## config.mk

```make
export PLATFORM = sky130hd
export DESIGN_NAME = bus_cycle_fsm
export DESIGN_NICKNAME = d
export VERILOG_FILES = /design/src/rtl/bus_cycle_fsm.sv
export SDC_FILE = /design/constraint.sdc
export NUM_CORES = 1
export LEC_CHECK = 0
export BUFFER_PORTS_ARGS = -buffer_cell sky130_fd_sc_hd__clkbuf_2
export CAP_MARGIN = 20
export CORE_ASPECT_RATIO = 0.7
export CORE_MARGIN = 2
export CORE_UTILIZATION = 25
export CTS_CLUSTER_SIZE = 30
export DETAILED_ROUTE_END_ITERATION = 10
export GPL_ROUTABILITY_DRIVEN = 0
export PLACE_DENSITY = 0.55
export SLEW_MARGIN = 30
export SYNTH_ARGS = -nofsm -noshare
export SYNTH_HDL_FRONTEND = slang
export SYNTH_SLANG_ARGS = --single-unit
```

## constraint.sdc

```tcl
create_clock -name clk -period 4.05 [get_ports clk]
set_input_delay 0.2025 -clock clk [delete_from_list [all_inputs] [get_ports clk]]
set_output_delay 0.2025 -clock clk [all_outputs]
set_load 0.02 [all_outputs]
```

## src/rtl/bus_cycle_fsm.sv

```systemverilog
// bus_cycle_fsm: bus cycle sequencer for opcode fetch, memory read/write and I/O read/write.
// States IDLE/T1/T2/TW/T3/T4. Every bus output is a flop loaded from the decode of the next state.
// Optional feature macro: RFSH_EN adds a 7-bit refresh counter. When it is defined, the counter
// value goes out on the address bus with RFSH_L/MREQ_L during opcode-fetch T3/T4.
module bus_cycle_fsm #(
  parameter int ADDR_W   = 16,
  parameter int DATA_W   = 8,
  parameter int IO_WAITS = 1
) (
  input  logic              clk,
  input  logic              rst_L,
  input  logic              start,
  input  logic [2:0]        cycle_type,
  input  logic [ADDR_W-1:0] addr_in,
  input  logic [DATA_W-1:0] wr_data,
  input  logic [DATA_W-1:0] data_in,
  input  logic              WAIT_L,
  output logic              ready,
  output logic              done,
  output logic              rd_valid,
  output logic [DATA_W-1:0] rd_data,
  output logic [ADDR_W-1:0] addr_out,
  output logic [DATA_W-1:0] data_out,
  output logic              drive_addr,
  output logic              drive_data,
  output logic              M1_L,
  output logic              MREQ_L,
  output logic              IORQ_L,
  output logic              RD_L,
  output logic              WR_L,
  output logic              RFSH_L
);

  localparam logic [2:0] CT_OCF  = 3'd0;
  localparam logic [2:0] CT_MRD  = 3'd1;
  localparam logic [2:0] CT_MWR  = 3'd2;
  localparam logic [2:0] CT_IORD = 3'd3;
  localparam logic [2:0] CT_IOWR = 3'd4;

  // Forced I/O waits: flag, and the remaining count loaded when entering the first forced TW.
  localparam logic       HAS_FWAIT  = (IO_WAITS > 0) ? 1'b1 : 1'b0;
  localparam logic [1:0] FWAIT_LAST = (IO_WAITS > 0) ? 2'(IO_WAITS - 1) : 2'd0;

  typedef enum logic [2:0] {
    S_IDLE = 3'd0,
    S_T1   = 3'd1,
    S_T2   = 3'd2,
    S_TW   = 3'd3,
    S_T3   = 3'd4,
    S_T4   = 3'd5
  } state_t;

  state_t     state_r;
  state_t     state_nx_s;
  logic [2:0] typ_r;
  logic [2:0] typ_nx_s;
  logic [1:0] wcnt_r;
  logic [1:0] wcnt_nx_s;
  logic       accept_s;
  logic       io_s;
  logic       ld_rd_s;

  logic ready_nx_s;
  logic done_nx_s;
  logic da_nx_s;
  logic dd_nx_s;
  logic m1_nx_s;
  logic mreq_nx_s;
  logic iorq_nx_s;
  logic rd_nx_s;
  logic wr_nx_s;
  logic rfsh_nx_s;

`ifdef RFSH_EN
  logic [6:0] rfsh_cnt_r;
  logic       rfsh_addr_s;
`endif

  // Acceptance, next-state sequencing, wait-state counting and read-capture decision.
  always_comb begin
    accept_s   = ready && start && (cycle_type <= CT_IOWR);
    typ_nx_s   = accept_s ? cycle_type : typ_r;
    io_s       = (typ_r == CT_IORD) || (typ_r == CT_IOWR);
    state_nx_s = state_r;
    wcnt_nx_s  = wcnt_r;
    case (state_r)
      S_IDLE: begin
        if (accept_s) state_nx_s = S_T1;
        else          state_nx_s = S_IDLE;
      end
      S_T1: state_nx_s = S_T2;
      S_T2: begin
        if (io_s && HAS_FWAIT) begin
          state_nx_s = S_TW;
          wcnt_nx_s  = FWAIT_LAST;
        end else if (!WAIT_L) begin
          state_nx_s = S_TW;
          wcnt_nx_s  = 2'd0;
        end else begin
          state_nx_s = S_T3;
          wcnt_nx_s  = 2'd0;
        end
      end
      S_TW: begin
        if (wcnt_r != 2'd0) begin
          state_nx_s = S_TW;
          wcnt_nx_s  = wcnt_r - 2'd1;
        end else if (!WAIT_L) begin
          state_nx_s = S_TW;
        end else begin
          state_nx_s = S_T3;
        end
      end
      S_T3: begin
        if (typ_r == CT_OCF) state_nx_s = S_T4;
        else if (accept_s)   state_nx_s = S_T1;
        else                 state_nx_s = S_IDLE;
      end
      S_T4: begin
        if (accept_s) state_nx_s = S_T1;
        else          state_nx_s = S_IDLE;
      end
      default: state_nx_s = S_IDLE;
    endcase

    // Opcode byte is taken when leaving the last T2/TW; read data when leaving T3.
    ld_rd_s = (((state_r == S_T2) || (state_r == S_TW)) && (state_nx_s == S_T3) && (typ_r == CT_OCF)) ||
              ((state_r == S_T3) && ((typ_r == CT_MRD) || (typ_r == CT_IORD)));
  end

  // Bus strobe and enable values for the state being entered.
  always_comb begin
    ready_nx_s = 1'b0;
    done_nx_s  = 1'b0;
    da_nx_s    = 1'b0;
    dd_nx_s    = 1'b0;
    m1_nx_s    = 1'b1;
    mreq_nx_s  = 1'b1;
    iorq_nx_s  = 1'b1;
    rd_nx_s    = 1'b1;
    wr_nx_s    = 1'b1;
    rfsh_nx_s  = 1'b1;
`ifdef RFSH_EN
    rfsh_addr_s = 1'b0;
`endif
    case (state_nx_s)
      S_IDLE: ready_nx_s = 1'b1;
      S_T1: begin
        da_nx_s = 1'b1;
        case (typ_nx_s)
          CT_OCF:  begin m1_nx_s = 1'b0; mreq_nx_s = 1'b0; rd_nx_s = 1'b0; end
          CT_MRD:  begin mreq_nx_s = 1'b0; rd_nx_s = 1'b0; end
          CT_MWR:  begin mreq_nx_s = 1'b0; dd_nx_s = 1'b1; end
          CT_IORD: begin end
          CT_IOWR: dd_nx_s = 1'b1;
          default: begin end
        endcase
      end
      S_T2, S_TW: begin
        da_nx_s = 1'b1;
        case (typ_nx_s)
          CT_OCF:  begin m1_nx_s = 1'b0; mreq_nx_s = 1'b0; rd_nx_s = 1'b0; end
          CT_MRD:  begin mreq_nx_s = 1'b0; rd_nx_s = 1'b0; end
          CT_MWR:  begin mreq_nx_s = 1'b0; wr_nx_s = 1'b0; dd_nx_s = 1'b1; end
          CT_IORD: begin iorq_nx_s = 1'b0; rd_nx_s = 1'b0; end
          CT_IOWR: begin iorq_nx_s = 1'b0; wr_nx_s = 1'b0; dd_nx_s = 1'b1; end
          default: begin end
        endcase
      end
      S_T3: begin
        if (typ_nx_s == CT_OCF) begin
`ifdef RFSH_EN
          mreq_nx_s   = 1'b0;
          rfsh_nx_s   = 1'b0;
          da_nx_s     = 1'b1;
          rfsh_addr_s = 1'b1;
`else
          da_nx_s = 1'b0;
`endif
        end else begin
          done_nx_s  = 1'b1;
          ready_nx_s = 1'b1;
          da_nx_s    = 1'b1;
          case (typ_nx_s)
            CT_MRD:  begin mreq_nx_s = 1'b0; rd_nx_s = 1'b0; end
            CT_MWR:  begin mreq_nx_s = 1'b0; wr_nx_s = 1'b0; dd_nx_s = 1'b1; end
            CT_IORD: begin iorq_nx_s = 1'b0; rd_nx_s = 1'b0; end
            CT_IOWR: begin iorq_nx_s = 1'b0; wr_nx_s = 1'b0; dd_nx_s = 1'b1; end
            default: begin end
          endcase
        end
      end
      S_T4: begin
        done_nx_s  = 1'b1;
        ready_nx_s = 1'b1;
`ifdef RFSH_EN
        mreq_nx_s   = 1'b0;
        rfsh_nx_s   = 1'b0;
        da_nx_s     = 1'b1;
        rfsh_addr_s = 1'b1;
`else
        da_nx_s = 1'b0;
`endif
      end
      default: ready_nx_s = 1'b1;
    endcase
  end

  // FSM state, captured cycle parameters and all registered bus outputs.
  always_ff @(posedge clk or negedge rst_L) begin
    if (!rst_L) begin
      state_r    <= S_IDLE;
      typ_r      <= 3'd0;
      wcnt_r     <= 2'd0;
      ready      <= 1'b1;
      done       <= 1'b0;
      rd_valid   <= 1'b0;
      rd_data    <= '0;
      addr_out   <= '0;
      data_out   <= '0;
      drive_addr <= 1'b0;
      drive_data <= 1'b0;
      M1_L       <= 1'b1;
      MREQ_L     <= 1'b1;
      IORQ_L     <= 1'b1;
      RD_L       <= 1'b1;
      WR_L       <= 1'b1;
      RFSH_L     <= 1'b1;
`ifdef RFSH_EN
      rfsh_cnt_r <= 7'd0;
`endif
    end else begin
      state_r    <= state_nx_s;
      typ_r      <= typ_nx_s;
      wcnt_r     <= wcnt_nx_s;
      ready      <= ready_nx_s;
      done       <= done_nx_s;
      drive_addr <= da_nx_s;
      drive_data <= dd_nx_s;
      M1_L       <= m1_nx_s;
      MREQ_L     <= mreq_nx_s;
      IORQ_L     <= iorq_nx_s;
      RD_L       <= rd_nx_s;
      WR_L       <= wr_nx_s;
      RFSH_L     <= rfsh_nx_s;
      rd_valid   <= ld_rd_s;
      if (ld_rd_s) rd_data <= data_in;
      else         rd_data <= rd_data;
      // addr_out doubles as the address capture register; refresh overwrites it after T2.
      if (accept_s) begin
        addr_out <= addr_in;
        data_out <= wr_data;
      end
`ifdef RFSH_EN
      else if (rfsh_addr_s) begin
        addr_out <= {{(ADDR_W-7){1'b0}}, rfsh_cnt_r};
        data_out <= data_out;
      end
`endif
      else begin
        addr_out <= addr_out;
        data_out <= data_out;
      end
`ifdef RFSH_EN
      if (state_r == S_T4) rfsh_cnt_r <= rfsh_cnt_r + 7'd1;
      else                 rfsh_cnt_r <= rfsh_cnt_r;
`endif
    end
  end

endmodule
```

==> results by group, run 1 <==
Job
  – Max Cap Viol: 0

Worst setup path
  – Crit path cell chain: nand3_1, o32a_1, or3_1
  – Crit path launch type: register
  – Buf/Inv on CP: 0
  – Worst Setup End Kind: register
  – Worst path required time: 4260 ps
  – Crit path max fanout: 13
  – Top delay family on crit path: simple AND/OR/NAND/NOR gates
  – Reg2Reg Setup Slack: between 2000 and 2500 ps
  – Crit path DAT: about 2200 ps
  – Crit-path max cell delay: approximately 560 ps
  – CP max-delay cell: dfstp_2
  – Worst setup path class: reg2reg
  – FF-to-FF path depth: 3
  – RR Startpoint: ready
  – R2R Path End: M1_L

Power
  – Internal power: between 1000 and 1500 µW
  – Comb pwr share: between 40% and 50%
  – Power Density: 827 nW/µm²
  – Clk network pwr share: 18.6%
  – Worst vdd ir: between 0.3 and 0.4 mV
  – Total Power: 2280 µW
  – Sequential share of power: 38.9%
  – Pleak: 0.00135 µW
  – Net Sw Frac: between 30% and 40%
  – Net Switching: between 800 and 900 µW

Routing
  – Routed WL: between 4000 and 5000 µm
  – Via count: about 1,500
  – DR vias/cell: about 4.4
  – First-pass DRT Iterations: 7
  – Initial drt markers: 66
  – Final ANT Viol Nets: 0
  – # DRC: 4
  – Detailed-route wire length per cell: approximately 13 µm

Run status
  – Outcome: finished with violations
  – Failing checks: design-rule violations

Floorplan
  – Boundary Pins: ~80
  – Number of core rows: 27
  – Die Area: approximately 9100 µm²
  – Initial Util: a little over a quarter
  – Core area: 7970 µm²
  – Die Y: ~80 µm
  – Chip width: about 110 µm

Logic synthesis
  – Warnings, synthesis: 0
  – Syn_nets: approximately 200
  – Avg Cell Area, Syn: about 13 µm²
  – Top post-synthesis cells by area: dfrtp_1, mux2_2, dfstp_2, nand2_1, o21ai_0
  – Synth top area share: roughly 53%
  – Synth cell types: 36
  – Area leader, netlist: dfrtp_1
  – EDFF count, synth: 0
  – Syn Std Cell Area: 2080 µm²
  – Fraction of the yosys area taken by sequential cells: 60.5%
  – Ys async rst share: between 90% and 100%
  – #FFs+latches synth: 50
  – Post-Syn Instances: 157
  – Synth Flop Type: dfrtp_1

Final layout
  – Ratio of cells with drive above 1 in the final layout: a little under three fifths
  – Number of diodes: 0
  – Layout Nets: 282
  – Filler Cell Count: roughly 800
  – Register area: between 1000 and 1500 µm²
  – Area Growth Syn to Fin: 32.3%
  – Cell area after layout: approximately 2800 µm²
  – Multi-input logic area: approximately 780 µm²

Timing
  – Fmax achieved: 514 MHz
  – Slew margin rel.: a little under three fifths
  – # setup viols final: 0
  – RSZ-0062 raised after global routing: no
  – Final worst path period need: 1950 ps
  – Hold Fails Final Rpt: 0
  – Worst-Margin Slew: 648 ps
  – Fin. max-slew vios: 0
  – Final period utilization: between 40 and 50%
  – Skew final: ~6 ps
  – Setup TNS: 0 ps

Clocking
  – Hold-fix buffers at CTS: 0
  – Post_cts resized: 0
  – CTS Buf Count: 5
  – Clock transition at path regs: 60 ps
  – CTS tree: done
  – # Post-CTS Setup Buffers: 0
  – Clk Latency, worst-skew pair: around 290 ps
  – CTS root buf: clkbuf_16
  – Clock Sinks: 50
  – Clk buf depth: 2
  – H-tree depth: 2

Placement
  – Placed Instance Area: between 2000 and 3000 µm²
  – IO buf count: 80
  – Post-detailed-placement half-perimeter wirelength: approximately 3300 µm

Worst hold path
  – Type of the worst min-delay path: in2async

GRT
  – Largest net degree at the start of global routing: just over 50
  – Initial antenna violation count: 0
  – Vias in the first global route: between 1,000 and 1,500
  – Tot GR Track Use: slightly above 10%
  – Total gr overflow: 0
  – Global-route wire length before repair: between 7000 and 8000 µm
## worst max-delay path by stage
stage | startpoint | slack [ps] | depth (start not counted) | endpoint
final | ready | 2100 | 3 | M1_L
after CTS | ready | 2030 | 3 | M1_L
after floorplan | wcnt_r[0] | 2320 | 7 | rd_data[0]
after global routing | ready | 1920 | 4 | MREQ_L
after detailed placement | ready | 2060 | 3 | M1_L
after global placement | ready | 2120 | 3 | M1_L
## synthesized netlist by cell type, types with 3 or more instances
cell / number
a21oi_1: 3
and3b_1: 3
buf_2: 3
dfrtp_1: 44
dfstp_2: 6
inv_1: 6
mux2_2: 32
nand2_1: 14
nand3_1: 5
nor2_1: 6
o21ai_0: 6
## per-stage QoR
| step | util [%] | instances | hold slack, ps | worst slack [ps] |
|---|---|---|---|---|
| floorplan | - | 157 | -93.1 | 2320 |
| global placement | 32.6 | 336 | 362 | 2120 |
| detailed placement | 32.6 | 336 | 361 | 2060 |
| CTS | 34.5 | 344 | 57.1 | 2030 |
| global route | 34.5 | 344 | 98.0 | 1920 |
| finish | 34.5 | 344 | 18.0 | 2100 |
## layout by cell type, fill, tap and decap left out, drive strengths merged
master	synthesis	final
conb	1	1
nor4b	1	1
o21ba	1	1
o32a	1	1
nor2b	2	2
o22a	1	1
nand4	1	1
dfstp	6	6
inv	6	6
ha	1	1
or3	1	1
xnor2	1	1
clkbuf	0	86
clkinv	0	1
buf	4	2
a32oi	1	1
and3b	3	3
nand3	5	5
and3	3	3
a31oi	1	1
o22ai	1	1
clkinvlp	0	1
nor4bb	1	1
nand2	14	14
mux2	32	32
or2	2	2
o2111ai	1	1
a21oi	3	3
dfrtp	44	44
nor2	6	6
nor3	1	1
o21ai	7	7
o31ai	2	2
a21o	2	2
nor3b	1	1
## per-layer routing
layer	track usage [%]	share of wire (%)	routed length (µm)	vias to the layer above
met5	0	0	0	-
met2	14.5	41	1780	57
met1	14.4	50	2180	714
met3	4.00	7.9	345	4
li1	-	-	-	724
met4	2.68	0.88	38	0
## cell type report
cell class / count / area share, %
tap: 101 / 4.60
multi-input combinational: 97 / 28.2
inverter: 6 / 0.819
sequential: 50 / 45.8
clock buffer: 6 / 5.05
clock inverter: 2 / 0.455
timing repair buffer: 82 / 15.1
## sequential cells by signal, summed over array words and instances, names as in the netlist
register	cells
IORQ_L	1
M1_L	1
MREQ_L	1
RD_L	1
WR_L	1
addr_out	16
data_out	8
done	1
drive_addr	1
drive_data	1
rd_data	8
rd_valid	1
ready	1
state_r	3
typ_r	3
wcnt_r	2
## cell families (layout without fill, tap and decap cells)
| family | count (synthesis) | after routing | share of synthesized area (%) |
|---|---|---|---|
| flops | 50 | 50 | 60.5 |
| other cells | 1 | 1 | 0.180 |
| compound gates | 21 | 21 | 8.00 |
| simple gates | 41 | 41 | 10.8 |
| fa+ha+maj | 1 | 1 | 0.602 |
| mux | 32 | 32 | 17.3 |
| xor+xnor | 1 | 1 | 0.421 |
| buf+inv | 10 | 96 | 2.17 |
## power by group through the flow
stage	clock, µW	sequential (µW)	combinational (µW)
floorplan	0	1120	410
global placement	0	889	972
detailed placement	0	894	974
CTS	443	888	976
global route	461	922	1050
finish	424	885	967
Power figures use the tool's default switching activity.
==> inputs of run 2 (changes only) <==
Settings changed: ABC_AREA set to 1.
Clock period 4.05 ns to 1.8 ns, I/O delays scaled along.
==> run 2 against run 1 <==
  * The run now ends clean
  * Maximum frequency grew 21%
  * Non-clock buffer count increased by 8
  * Critical path depth up 4
  * Core utilization up 1.4 points
  * Highest routed layer unchanged
==> results by group, run 2 <==
Worst hold path
  – HP Start: data_in[4]
  – Type of the worst min-delay path: in2reg

Worst setup path
  – Worst path required time: around 2000 ps
  – R2R Path End: RD_L
  – FF-to-FF path depth: 7
  – Worst Setup End Kind: register
  – CP max-delay cell: dfstp_2
  – RR Startpoint: ready
  – Critical path's most frequent cell: nand2_1
  – Buf/Inv on CP: 1
  – Crit path cell chain: nand2_1, inv_1, nand2_2, nand2_1, nand2_1, o21bai_1, nand4_1
  – Crit path launch type: register
  – Crit path max fanout: 13
  – Setup crit end: RD_L
  – Crit path depth: 7
  – Crit path DAT: 1800 ps
  – CP startpoint: ready
  – Worst setup path class: reg2reg
  – Reg2Reg Setup Slack: 200 ps
  – Top delay family on crit path: simple AND/OR/NAND/NOR gates
  – Crit-path max cell delay: around 540 ps

Routing
  – Detailed-route wire length per cell: between 10 and 15 µm
  – Final ANT Viol Nets: 0
  – First-pass DRT Iterations: 4
  – Routed WL: ~4700 µm
  – Via count: ~1,700
  – Initial drt markers: between 60 and 70
  – DR vias/cell: roughly 4.4
  – # DRC: 0

Final layout
  – Most common cell after layout, fill and taps aside: clkbuf_2
  – Fin cells: slightly below 400
  – Final Util: about 36%
  – Commonest cells after routing, fill and taps aside: clkbuf_2, nand2_1, dfrtp_1
  – Number of diodes: 0
  – Layout Nets: about 330
  – Area Growth Syn to Fin: 36.5%
  – Max reg flops: 16
  – Top Registers: addr_out x16, data_out x8, rd_data x8
  – Largest Register: addr_out
  – Ratio of cells with drive above 1 in the final layout: between 40 and 50%

Floorplan
  – Number of core rows: 27
  – Boundary Pins: 82
  – Initial Util: 26.3%
  – Die Area: 9180 µm²
  – Die Y: 80.8 µm
  – Chip width: ~110 µm
  – Core area: approximately 8000 µm²

Logic synthesis
  – Syn_nets: 235
  – Synth top area share: between 50% and 60%
  – Syn Std Cell Area: 2110 µm²
  – Top post-synthesis cells by area: dfrtp_1, mux2_2, nand2_1, dfstp_2, nand3_1
  – EDFF count, synth: 0
  – Post-Syn Instances: roughly 200
  – #FFs+latches synth: 50
  – Avg Cell Area, Syn: ~11 µm²
  – Warnings, synthesis: 0
  – Fraction of the yosys area taken by sequential cells: between 50% and 60%
  – Synth cell types: 28
  – Ys async rst share: 100%
  – Synth cell count leaders: dfrtp_1, nand2_1, mux2_2
  – Synth Flop Type: dfrtp_1
  – Area leader, netlist: dfrtp_1

Clocking
  – Post_cts resized: 0
  – CTS root buf: clkbuf_16
  – H-tree depth: 2
  – CTS Buf Count: 5
  – Clock transition at path regs: approximately 70 ps
  – Clock Sinks: 50
  – CTS tree: done
  – Clk Latency, worst-skew pair: about 290 ps
  – Clk buf depth: 2

Timing
  – Fin. max-slew vios: 0
  – Setup TNS: 0 ps
  – Final worst slack: ~200 ps
  – Hold Fails Final Rpt: 0
  – Final period utilization: between 80% and 90%
  – Skew final: about 3.9 ps
  – Worst-Margin Slew: 624 ps
  – Fmax achieved: about 620 MHz
  – Slew margin rel.: slightly below 60%
  – Final worst path period need: about 1600 ps
  – # setup viols final: 0
  – RSZ-0062 raised after global routing: no

Placement
  – Worst slack at placement: approximately 230 ps
  – Placed Cells: ~380
  – Post-detailed-placement half-perimeter wirelength: about 3600 µm
  – IO buf count: 80

Power
  – Power Density: 1770 nW/µm²
  – Pleak: 0.00148 µW
  – Total Power: approximately 5100 µW
  – Net Switching: between 2000 and 2500 µW
  – Net Sw Frac: between 40 and 50%
  – Internal power: just over 3000 µW
  – Sequential share of power: 38.6%
  – Comb pwr share: a little over two fifths
  – Clk network pwr share: between 10% and 20%
  – Worst vdd ir: approximately 0.63 mV

GRT
  – Total gr overflow: 0
  – Global-route wire length before repair: between 7000 and 8000 µm
  – Initial antenna violation count: 0
  – Largest net degree at the start of global routing: 28
  – Tot GR Track Use: roughly a tenth
  – Vias in the first global route: between 1,500 and 2,000

Run status
  – Outcome: finished clean

Job
  – Max Cap Viol: 0
## run 2: cell type report
class                           count  area, µm²
Multi-Input combinational cell    128        777
Sequential cell                    50       1260
Fill cell                         825       5130
Inverter                           14       52.6
Tap cell                          101        126
Clock buffer                        6        139
Clock inverter                      2       12.5
Timing Repair Buffer               90        508
## run 2: worst min-delay path by stage
stage | end | slack [ps] | cells past startpoint
finish | rd_data[4] | 5 | 3
global route | addr_out[8] | 20 | 2
CTS | rd_data[4] | 5 | 3
detailed placement | rd_data[0] | 150 | 1
global placement | rd_data[0] | 140 | 1
floorplan | addr_out[0] | -210 | 0
## run 2: through the flow
step                cell area [µm²]  hold WS, ps
detailed placement             2640          152
CTS                            2870         5.32
finish                         2870         4.88
floorplan                      2110         -206
global route                   2870         17.2
global placement               2640          143
## run 2: repair_timing
item,CTS,global route
hold endpoints to repair,30,0
buffers inserted,0,0
hold buffers,8,0
## run 2: power by group through the flow
stage	clock network, µW	logic, µW	registers [µW]
final	957	2170	1960
after global routing	1060	2390	2030
after CTS	1000	2200	1970
after detailed placement	0	2180	1980
after global placement	0	2160	1960
after floorplan	0	916	2500
## run 2: logic make-up (layout without fill, tap and decap cells)
kind of cell             count (synthesis)  after routing  synth area share [%]
flip-flops                              50             50                  59.8
AND/OR/NAND/NOR                         89             89                  19.3
other                                    1              1                 0.178
adder cells (fa/ha/maj)                  1              1                 0.594
AO/OA/AOI/OAI                           13             13                  3.98
multiplexers                            24             24                  12.8
buffers and inverters                   17            112                  3.33
## run 2: worst register-to-register path, stage by stage, from the launching register on
cell and delay, ps:
dfstp_2 540, nand2_1 60, inv_1 100, nand2_2 190, nand2_1 130, nand2_1 90, o21bai_1 260, nand4_1 140
## run 2: layer usage
metal	track usage (%)	vias to the layer above	wire (µm)
met3	2.99	5	349
met5	0	-	0
met4	4.39	0	63
met2	15.6	57	2040
met1	14.9	821	2250
li1	-	829	-
